### src/rtl/cnn_stream_pkg.sv
// Shared types for the CNN streaming stages: sample width, the {data,last}
// beat carried between stages, and a signed max helper.
package cnn_stream_pkg;

    localparam int T = 16;

    typedef logic signed [T-1:0] sample_t;

    typedef struct packed {
        sample_t data;
        logic    last;
    } beat_t;

    function automatic sample_t smax(sample_t a, sample_t b);
        return (a > b) ? a : b;
    endfunction

endpackage

### src/rtl/maxpool_1d_stream_skid_buf2.sv
// Two-entry skid buffer for beat_t with a registered ready, so upstream never
// sees a combinational path from the downstream ready.
module skid_buf2
    import cnn_stream_pkg::*;
(
    input  logic       clk,
    input  logic       reset,
    input  logic       push,
    input  logic [T:0] push_beat,
    output logic       ready,
    output logic       m_valid,
    output logic [T:0] m_beat,
    input  logic       m_ready
);

    beat_t      slot0_q, slot0_d;
    beat_t      slot1_q, slot1_d;
    logic [1:0] count_q, count_d;
    logic       ready_q, ready_d;
    logic       pop;

    always_ff @(posedge clk) begin
        if (reset) begin
            slot0_q <= '0;
            slot1_q <= '0;
            count_q <= '0;
            ready_q <= 1'b1;
        end else begin
            slot0_q <= slot0_d;
            slot1_q <= slot1_d;
            count_q <= count_d;
            ready_q <= ready_d;
        end
    end

    // slot0 is always the head; a push never arrives while both slots are full
    // because the producer only pushes on an edge where ready was high.
    always_comb begin
        slot0_d = slot0_q;
        slot1_d = slot1_q;
        count_d = count_q;
        pop     = (count_q != 2'd0) && m_ready;
        case ({push, pop})
            2'b10: begin
                if (count_q == 2'd0) slot0_d = push_beat;
                else                 slot1_d = push_beat;
                count_d = count_q + 2'd1;
            end
            2'b01: begin
                slot0_d = slot1_q;
                count_d = count_q - 2'd1;
            end
            2'b11: begin
                if (count_q == 2'd1) begin
                    slot0_d = push_beat;
                end else begin
                    slot0_d = slot1_q;
                    slot1_d = push_beat;
                end
            end
            default: ;
        endcase
        ready_d = (count_d != 2'd2);
    end

    always_comb begin
        ready   = ready_q;
        m_valid = (count_q != 2'd0);
        m_beat  = m_valid ? slot0_q : '0;
    end

endmodule

### src/rtl/maxpool_1d_stream.sv
// Streaming 1-D max-pool: non-overlapping POOL-sample windows over a frame of
// IN_COUNT signed samples, results queued through a two-entry skid buffer.
module maxpool_1d_stream
    import cnn_stream_pkg::*;
#(
    parameter int IN_COUNT = 25,
    parameter int POOL     = 2,
    parameter int PARTIAL  = 1
) (
    input  logic         clk,
    input  logic         reset,
    input  logic [T-1:0] s_data_in_x,
    input  logic         s_valid_x,
    output logic         s_ready_x,
    output logic [T-1:0] m_data_out_y,
    output logic         m_valid_y,
    output logic         m_last_y,
    input  logic         m_ready_y
);

    localparam int CW = (IN_COUNT > 1) ? $clog2(IN_COUNT) : 1;
    localparam int WW = $clog2(POOL);
    // Sample index whose result carries last: the trailing partial window when
    // it is kept, otherwise the end of the last full window.
    localparam int LAST_IDX = (PARTIAL != 0) ? IN_COUNT - 1 : (IN_COUNT / POOL) * POOL - 1;

    logic [CW-1:0] in_cnt_q, in_cnt_d;
    logic [WW-1:0] win_cnt_q, win_cnt_d;
    sample_t       cur_max_q, cur_max_d;

    sample_t       x;
    sample_t       win_result;
    logic          accept, frame_end, win_done, push, buf_ready;
    beat_t         push_beat, out_beat;
    logic [T:0]    out_bits;

    always_ff @(posedge clk) begin
        if (reset) begin
            in_cnt_q  <= '0;
            win_cnt_q <= '0;
            cur_max_q <= '0;
        end else begin
            in_cnt_q  <= in_cnt_d;
            win_cnt_q <= win_cnt_d;
            cur_max_q <= cur_max_d;
        end
    end

    always_comb begin
        x          = sample_t'(s_data_in_x);
        accept     = s_valid_x && buf_ready;
        frame_end  = (in_cnt_q == CW'(IN_COUNT - 1));
        win_done   = (win_cnt_q == WW'(POOL - 1));
        win_result = (win_cnt_q == '0) ? x : smax(cur_max_q, x);
        push       = accept && (win_done || ((PARTIAL != 0) && frame_end));
        push_beat  = '{data: win_result, last: (in_cnt_q == CW'(LAST_IDX))};

        in_cnt_d  = in_cnt_q;
        win_cnt_d = win_cnt_q;
        cur_max_d = cur_max_q;
        if (accept) begin
            in_cnt_d  = frame_end ? '0 : in_cnt_q + 1'b1;
            win_cnt_d = (win_done || frame_end) ? '0 : win_cnt_q + 1'b1;
            cur_max_d = win_result;
        end
    end

    skid_buf2 u_skid (
        .clk       (clk),
        .reset     (reset),
        .push      (push),
        .push_beat (push_beat),
        .ready     (buf_ready),
        .m_valid   (m_valid_y),
        .m_beat    (out_bits),
        .m_ready   (m_ready_y)
    );

    always_comb begin
        out_beat     = beat_t'(out_bits);
        s_ready_x    = buf_ready;
        m_data_out_y = out_beat.data;
        m_last_y     = out_beat.last;
    end

endmodule

### config.mk
export PLATFORM = sky130hd
export DESIGN_NAME = maxpool_1d_stream
export DESIGN_NICKNAME = d
export VERILOG_FILES = /design/src/rtl/cnn_stream_pkg.sv /design/src/rtl/maxpool_1d_stream_skid_buf2.sv /design/src/rtl/maxpool_1d_stream.sv
export SDC_FILE = /design/constraint.sdc
export NUM_CORES = 1
export LEC_CHECK = 0
export CORE_AREA = 2 2 90 135
export DETAILED_ROUTE_END_ITERATION = 12
export DIE_AREA = 0 0 92 137
export HOLD_SLACK_MARGIN = 0.12
export SLEW_MARGIN = 20
export SYNTH_ARGS = -nofsm -noshare
export SYNTH_HDL_FRONTEND = slang
export SYNTH_SLANG_ARGS = --single-unit
### constraint.sdc
create_clock -name clk -period 3.67 [get_ports clk]
set_input_delay 0.367 -clock clk [delete_from_list [all_inputs] [get_ports clk]]
set_output_delay 0.367 -clock clk [all_outputs]
set_load 0.02 [all_outputs]
After elaboration in Yosys (flattened, before gate mapping). Cells that the tools add are included.

Register bits after elaboration: 59. Input bits: 20. Word-level logic and storage cells: 45.

$lt $le $gt $ge: 1. Multiplexer cells: 12. Equality and inequality tests: 9. Reductions and logical operators: 10. $add $sub $neg: 4.

Operator list (count): $mux 17 (5); $pmux 17 s3 (1); $pmux 17 s2 (1); $mux 16 (2); $gt 16x16->1 (1); $ne 2x2->1 const B (3); $add 5x1->5 const B (1); $eq 5x5->1 const B (1); $mux 5 (1); $eq 2x1->1 const B (2); $eq 2x2->1 const B (2); $pmux 2 s2 (1); $reduce_bool 2->1 (2); $logic_and 1x1->1 (3); $reduce_and 3->1 (1); $reduce_bool 3->1 (1); $add 2x1->2 const B (1); $logic_not 2->1 (1); $ne 2x1->1 const B (1); $reduce_and 2->1 (1); $sub 2x1->2 const B (1); $add 1x1->1 const B (1); $logic_or 1x1->1 (1); $mux 1 (1).

Depth between registers and ports, before layout.
Depth in word-level cells: 6. Mapped depth: 15. Gate-level depth less buffers: 12.

Modules after synthesis. Synthesis repeated with hierarchy kept, for this count alone.

Cell total of the unflattened synthesis: 413. Area, all modules: 3604.7 µm².

By module, submodules not included: skid_buf2 (area an instance 1900.6 µm², times used 1, cells each 228); maxpool_1d_stream (area an instance 1704.1 µm², times used 1, cells each 185).

Worst setup path before layout. Ideal clock, no wire load.

Path type: reg-to-reg. Start point: register u_skid.count_q[0]. End point: register u_skid.slot0_q[10] (netlist bit). Setup slack: 0.907 ns. Cell stages (with the launch flop): 15. Period minus slack after synthesis: 2.763 ns. Setup time: 0.062 ns. Data arrival time: 2.701 ns. Required time: 3.608 ns. Cells stage by stage: dfxtp_1 > inv_1 > ha_1 > inv_1 > nand2_1 > clkinv_1 > clkbuf_1 > ha_1 > nand2_1 > nand2_1 > clkbuf_1 > buf_1 > nand3_1 > a31o_2 > nand3_1.

Cells in the longest elaborated chain, start to end: 5. Elaborated cells between the ends (all ways): 12. Classes of those cells: eq/ne: 5; mux: 2; reduce/logical: 5.

RTL lines: start, declared (line maxpool_1d_stream_skid_buf2.sv:18) `logic [1:0] count_q, count_d;`; start signal, assigned (line maxpool_1d_stream_skid_buf2.sv:31) `count_q <= count_d;`; $reduce_bool 2->1 *; net m_valid_y (line maxpool_1d_stream.sv:16) `output logic m_valid_y,`; $logic_and 1x1->1 * (line maxpool_1d_stream_skid_buf2.sv:42) `pop = (count_q != 2'd0) && m_ready;`; $eq 2x2->1 / $eq 2x1->1 (equally long branches) (line maxpool_1d_stream_skid_buf2.sv:43) `case ({push, pop})`; $ne 2x1->1 (no line) / $reduce_bool 3->1 (equally long branches); $reduce_and 2->1 (no line); end signal, assigned (line maxpool_1d_stream_skid_buf2.sv:29) `slot0_q <= slot0_d;`; end, declared (line maxpool_1d_stream_skid_buf2.sv:16) `beat_t slot0_q, slot0_d;`.

Mark *: on every way through the listed nets, which the timed path passes. The rest lies on a longest branch. A chain may end at the register's enable or synchronous reset.

Final worst setup path.
Start point: register u_skid.count_q[0]. End point: register u_skid.slot0_q[0] (netlist bit).

Cells in the longest elaborated chain, start to end: 5. Elaborated cells between the ends (all ways): 12. Classes of those cells: eq/ne: 5; mux: 2; reduce/logical: 5.

RTL lines (line): $reduce_bool 2->1 (maxpool_1d_stream_skid_buf2.sv:42); $logic_and 1x1->1 (maxpool_1d_stream_skid_buf2.sv:42); $eq 2x2->1 / $eq 2x1->1 (equally long branches) (maxpool_1d_stream_skid_buf2.sv:43); $ne 2x1->1 (no line) / $reduce_bool 3->1 (equally long branches); $reduce_and 2->1 (no line).

Parallel ways exist; a longest one is shown, timed or not.

==> flow_metrics.tcl <==
set metrics [dict create \
    syn_area_um2 3930 \
    cts_resized 0 \
    first_global_vias 3706 \
    avgRoutedWirePerCell_um 17.7 \
    core_area_um2 11400 \
    grt_pass1_wl_mm 19.2 \
    leakagePower_nw 1.77 \
    arrival_ps 3250 \
    drive_above_1_share_pct 10.7 \
    via_per_inst 5.68 \
    dieHeight_um 137 \
    async_flop_share_pct 0 \
    start_kind "register" \
    cts_setup_buffers 0 \
    switchingPower_w 0.000786 \
    cts-buffers-inserted 9 \
    numPortBuffers 38 \
    yosysSeqAreaShare_pct 30.1 \
    combPwrFrac_pct 30.3 \
    fillers 1161 \
    cts_hold_buf 0 \
    dp_hpwl_mm 7.72 \
    wl_mm 11.9 \
    cts_sinks 59 \
    hold_class "reg -> reg" \
    seqPwrFrac_pct 35.6 \
    die_w_um 92 \
    criticalPathCategory "reg -> reg" \
    die_area_um2 12600 \
    areaGrowthSynthToFinish_pct 20.5 \
    clock_latency_ps 330 \
    finalSetupTns_ps 0 \
    report.final.slew_viol_count 0 \
    synth_edf_count 0 \
    first_iter_violations 268 \
    max-cap-violations 0 \
    post_synth_num_cell_types 41 \
    final_antenna_net_count 0 \
    route.detailed.drc 0 \
    cts_tree "done" \
    rsz0062_at_grt "no" \
    worstPathMaxFanout 20 \
    via_count 3811 \
    clkPwrFrac_pct 34.1 \
    synth_ff_type "dfxtp_1" \
    outcome "complete, no violations" \
    power_w 0.00233 \
    worst_slew_pin_slew_ps 1050 \
    yosysWarningCount 0 \
    critPathCaptureType "register" \
    holdPathStages 2 \
    syn_avg_cell_area_um2 7.92 \
    fin_worst_skew_ps 8.54 \
    nets 560 \
    hold_viol_final 0 \
    initial_utilization_pct 34.4 \
    fmax_ghz 0.326 \
    cp.required_ps 3850 \
    intPower_w 0.00154 \
    clockBufferDepth 2 \
    antenna_found_initial 0 \
    syn-num-nets 539 \
    htree_levels 3 \
    yosys_register_bits 59 \
    num_antenna_cells 0 \
    min_period_ps 3070 \
    gp_congestion 0.821 \
    cts-root-buf "clkbuf_16" \
    track_usage_pct 19.2 \
    min_period_over_period_pct 83.6 \
    swShare_pct 33.8 \
    reg2reg_depth 12 \
    overflow 0 \
    ios 39 \
    synthCells 496 \
    relSlewSlack_pct 29.8 \
    setup_violations 0 \
    rows 48 \
    clk_pin_slew_ps 50 \
    grt_max_degree 53 \
    peakVddDrop_mv 0.221 \
    drtPass1Iterations 4 \
    p_per_area_nw_per_um2 491 \
]
## metal layers
metal | wire, um | GRT usage, % | vias to the layer above
li1 | - | - | 1832
met1 | 5150 | 23.8 | 1865
met2 | 5990 | 33.0 | 96
met3 | 490 | 2.86 | 18
met4 | 249 | 8.21 | 0
met5 | 0 | 0 | -
## kinds of logic after synthesis
family	synth area share, %
muxes	4.33
and+or+nand+nor	30.6
adders and majority gates	7.32
DFF	30.1
buffers and inverters	7.10
xor gates and xnor gates	0.892
AOI/OAI and AO/OA	19.7
## cell type report
class / count / area [um2] / share of cell area [%]
multi-input cells: 370 / 2490 / 52.6
clock buffers: 13 / 270 / 5.71
repair buffers: 54 / 508 / 10.7
well taps: 150 / 188 / 3.96
inverters: 23 / 86.3 / 1.82
clock inverters: 2 / 10.0 / 0.211
flip-flops and latches: 59 / 1180 / 24.9
## layout by cell type (no fill, tap or decap), types with 20 or more instances in the layout
cell type	netlist	final
nand3_1	50	50
nor2b_1	20	20
clkdlybuf4s50_1	0	37
nor2_1	42	42
ha_1	23	23
inv_1	22	22
dfxtp_1	59	59
nand2b_1	32	32
a21oi_1	24	24
nand4_1	21	21
## power by group through the flow
stage	clock, W	combinational, W	sequential (W)
4_1_cts	0.000801	0.000703	0.000826
5_1_grt	0.000829	0.000778	0.000840
6_report	0.000792	0.000706	0.000828
3_3_place_gp	0	0.000689	0.000836
3_5_place_dp	0	0.000699	0.000839
2_1_floorplan	0	0.000494	0.000810
## through the flow
stage	hold WS (ps)	setup slack, ps	std cells	area (um2)	utilization (%)
floorplan	447	907	496	3930	-
global placement	471	430	656	4460	39.1
detailed placement	487	380	656	4460	39.1
CTS	494	575	671	4740	41.5
global route	520	274	671	4740	41.5
finish	495	601	671	4740	41.5
## worst max-delay path, stage by stage, from the launching register on
cell	delay, ps
dfxtp_1	340
inv_1	60
ha_1	640
inv_1	130
nand2_1	150
clkinv_1	110
buf_4	240
ha_1	240
o21a_1	460
a22oi_1	290
nor2_1	60
a21oi_1	150
nor2_1	60
## synthesized netlist by cell type (18+ instances only)
cell      instances  area [um2]
nor2_1           42         158
clkbuf_1         29         109
inv_1            22        82.6
a21oi_1          24         120
nor2b_1          20         125
nand2b_1         32         200
nand4_1          21         131
nand3_1          50         250
dfxtp_1          59        1180
and2_1           18         113
ha_1             23         288
## sequential cells by signal (all words and copies together) (netlist names)
register and cells:
win_cnt_q 1, u_skid.slot0_q 17, in_cnt_q 5, u_skid.ready 1, u_skid.slot1_q 17, u_skid.count_q 2
cur_max_q 16
## final timing paths
| check | start | end | slack (ps) |
|---|---|---|---|
| max | u_skid.count_q[0] | u_skid.slot0_q[0] | 600 |
| max reg2reg | u_skid.count_q[0] | u_skid.slot0_q[0] | 600 |
| min reg2reg | u_skid.slot1_q[8] | u_skid.slot1_q[8] | 490 |
| min | u_skid.slot1_q[8] | u_skid.slot1_q[8] | 490 |
Note: power is estimated with default switching activity, not from simulation.
==> edit (same flow settings) <==
Reset style: asynchronous (`reset`), changed in 2 clocked blocks.
--- a/src/rtl/maxpool_1d_stream_skid_buf2.sv
+++ b/src/rtl/maxpool_1d_stream_skid_buf2.sv
@@ -19,7 +19,7 @@
     logic       ready_q, ready_d;
     logic       pop;
 
-    always_ff @(posedge clk) begin
+    always_ff @(posedge clk or posedge reset) begin
         if (reset) begin
             slot0_q <= '0;
             slot1_q <= '0;
--- a/src/rtl/maxpool_1d_stream.sv
+++ b/src/rtl/maxpool_1d_stream.sv
@@ -34,7 +34,7 @@
     beat_t         push_beat, out_beat;
     logic [T:0]    out_bits;
 
-    always_ff @(posedge clk) begin
+    always_ff @(posedge clk or posedge reset) begin
         if (reset) begin
             in_cnt_q  <= '0;
             win_cnt_q <= '0;
Behaviour: differs if reset is asserted again (counterexample within 4 cycles, from zero or initial values and one cycle with reset high); with reset held inactive, the same outputs for 10 cycles.
==> edit against the unedited design <==
Sequential cell count did not move; sequential share of layout area rose by 11 points; die area did not move; routed wire length fell by 40%; worst setup slack improved by 0.27 ns; cell area fell by 13%; synthesized area fell by 17%.
Power is not compared: it rests on default switching activity, and its combinational part moved more than twofold at a synthesized area within 25%.
==> edit: results (changes against the unedited design) <==
outcome=finished clean; Clk Latency, worst-skew pair=0.33 ns (about the same); Synth Flop Type=dfrtp_1; DR pass1 iterations=4 (unchanged); final WL=7160 µm (-40%); post-CTS setup buffer count=0 (unchanged); Resized Gates After CTS=0 (unchanged); share of layout cells above drive strength 1=0.137 (+0.0299); leak pwr=about 1.8 nW; Layout Nets=402 (-28%); switching share of power=0.372; Area contributors post-synth=dfrtp_1 (44%), ha_1 (8.8%), o21ai_0 (6.4%), mux2i_1 (5.2%), mux2_4 (4.6%); CTS buffer count=9 (unchanged); 1st-iter DRT viols=166 (-38%); root buf cell=clkbuf_16; I/O Buffers=38 (unchanged); fill count=1,163 (+0.17%); Rel. slew slack=0.401 (+0.103); Seq/Total Area, Yosys=0.453 (+0.152); first-pass GRT wire length=12,300 µm (-36%); Antenna Cells=0 (unchanged); Post-DP HPWL=5320 µm (-31%); largest net degree at the start of global routing=41 (-23%); CP Max Fanout=16 (-20%); Peak supply drop=388 µV; DP Worst Slack=0.482 ns (+0.102 ns); most common library cells after synthesis=dfrtp_1 (58), o21ai_0 (42), nand2_1 (27); Clock Tree Buf Depth=2 (unchanged); number of global-route vias before repair=2,478 (-33%); GR Util All Layers=0.125 (-0.0665); Worst Hold Class=reg2reg; arrival time worst endpoint=3.01 ns (-0.24 ns); Async SR Flop Fraction=1.00 (+1.00); synth warn=0 (unchanged); initial antenna violation count=0 (unchanged); Final Skew=0.00667 ns (-0.00187 ns); RD Place Congestion=0.801 (-2.4%); synth unique cells=39 (-4.9%); CTS H-tree depth=3 (unchanged); biggest regs=u_skid.slot0_q: 17 flops, u_skid.slot1_q: 17 flops, cur_max_q: 16 flops; EDFF count, synth=0 (unchanged); via/cell ratio=4.77 (-16%); syn_nets=360 (-33%); Reg clk slew, reported paths=0.05 ns (about the same)
## edit: cell count changes in the layout (fill, tap and decap cells not counted), moves of 16 or more
| cell | change |
|---|---|
| or4_1 | -17 |
| nor2_1 | -40 |
| nand2b_1 | -31 |
| dfxtp_1 | -59 |
| a31o_2 | -16 |
| nand4_1 | -19 |
| nand3_1 | -45 |
| o21ai_0 | +25 |
| dfrtp_1 | +58 |
| a21oi_1 | -17 |
| a22oi_1 | +16 |
| a311oi_1 | -16 |
| and2_1 | -18 |
## edit: kinds of logic after synthesis
| family | count (synthesis) | share of synthesized area |
|---|---|---|
| muxes | 35 | 0.126 |
| DFF | 59 | 0.453 |
| buffers and inverters | 38 | 0.0529 |
| and+or+nand+nor | 71 | 0.117 |
| adders and majority gates | 23 | 0.0882 |
| AOI/OAI and AO/OA | 91 | 0.163 |
## edit: path summary, 6_finish.rpt
path | start | endpoint | slack, ns | cells past startpoint
worst max-delay path | s_data_in_x[15] | cur_max_q[15] | 0.88 | 10
worst min-delay path | u_skid.slot1_q[5] | u_skid.slot1_q[5] | 0.48 | 2
worst max register to register | cur_max_q[15] | cur_max_q[15] | 1.09 | 8
worst min register to register | u_skid.slot1_q[5] | u_skid.slot1_q[5] | 0.48 | 2
max in group asynchronous | reset | u_skid.ready | 2.43 | 3
min in group asynchronous | reset | u_skid.slot0_q[6] | 0.52 | 2
## edit: metal layers
layer | global-route usage | part of all wire | up-vias | wire length [µm]
met5 | 0 | 0 | - | 0
met3 | 0.0303 | 0.049 | 11 | 349
met4 | 0.0522 | 0.020 | 0 | 140
met2 | 0.215 | 0.51 | 59 | 3640
met1 | 0.150 | 0.42 | 1177 | 3030
li1 | - | - | 1207 | -
## edit: power by group through the flow
stage,clock network [mW],registers [mW],logic [mW]
after detailed placement,0,1.21,1.79
after CTS,0.930,1.21,1.80
after global routing,0.957,1.25,1.99
after floorplan,0,1.14,1.32
final,0.911,1.21,1.77
after global placement,0,1.20,1.74
## edit: area by class of cell
cell class / count / area (µm²) / share of cell area
multi-input cells: 220 / 1620 / 0.392
flip-flops and latches: 59 / 1480 / 0.358
repair buffers: 44 / 425 / 0.103
clock buffers: 11 / 253 / 0.0612
well taps: 150 / 188 / 0.0454
inverters: 25 / 93.8 / 0.0227
clock inverters: 5 / 75.1 / 0.0182
## edit: through the flow
step	instance area, µm²	std cells
floorplan	3260	317
global placement	3800	498
detailed placement	3800	498
CTS	4130	514
global route	4130	514
finish	4130	514
## edit: critical path: stages
cell             delay (ns)
clkdlybuf4s50_1        0.50
inv_1                  0.05
ha_1                   0.32
and4_1                 0.25
nand4_1                0.13
a21oi_1                0.05
nor3_1                 0.31
a211oi_4               0.12
nor2_4                 0.49
mux2_2                 0.40
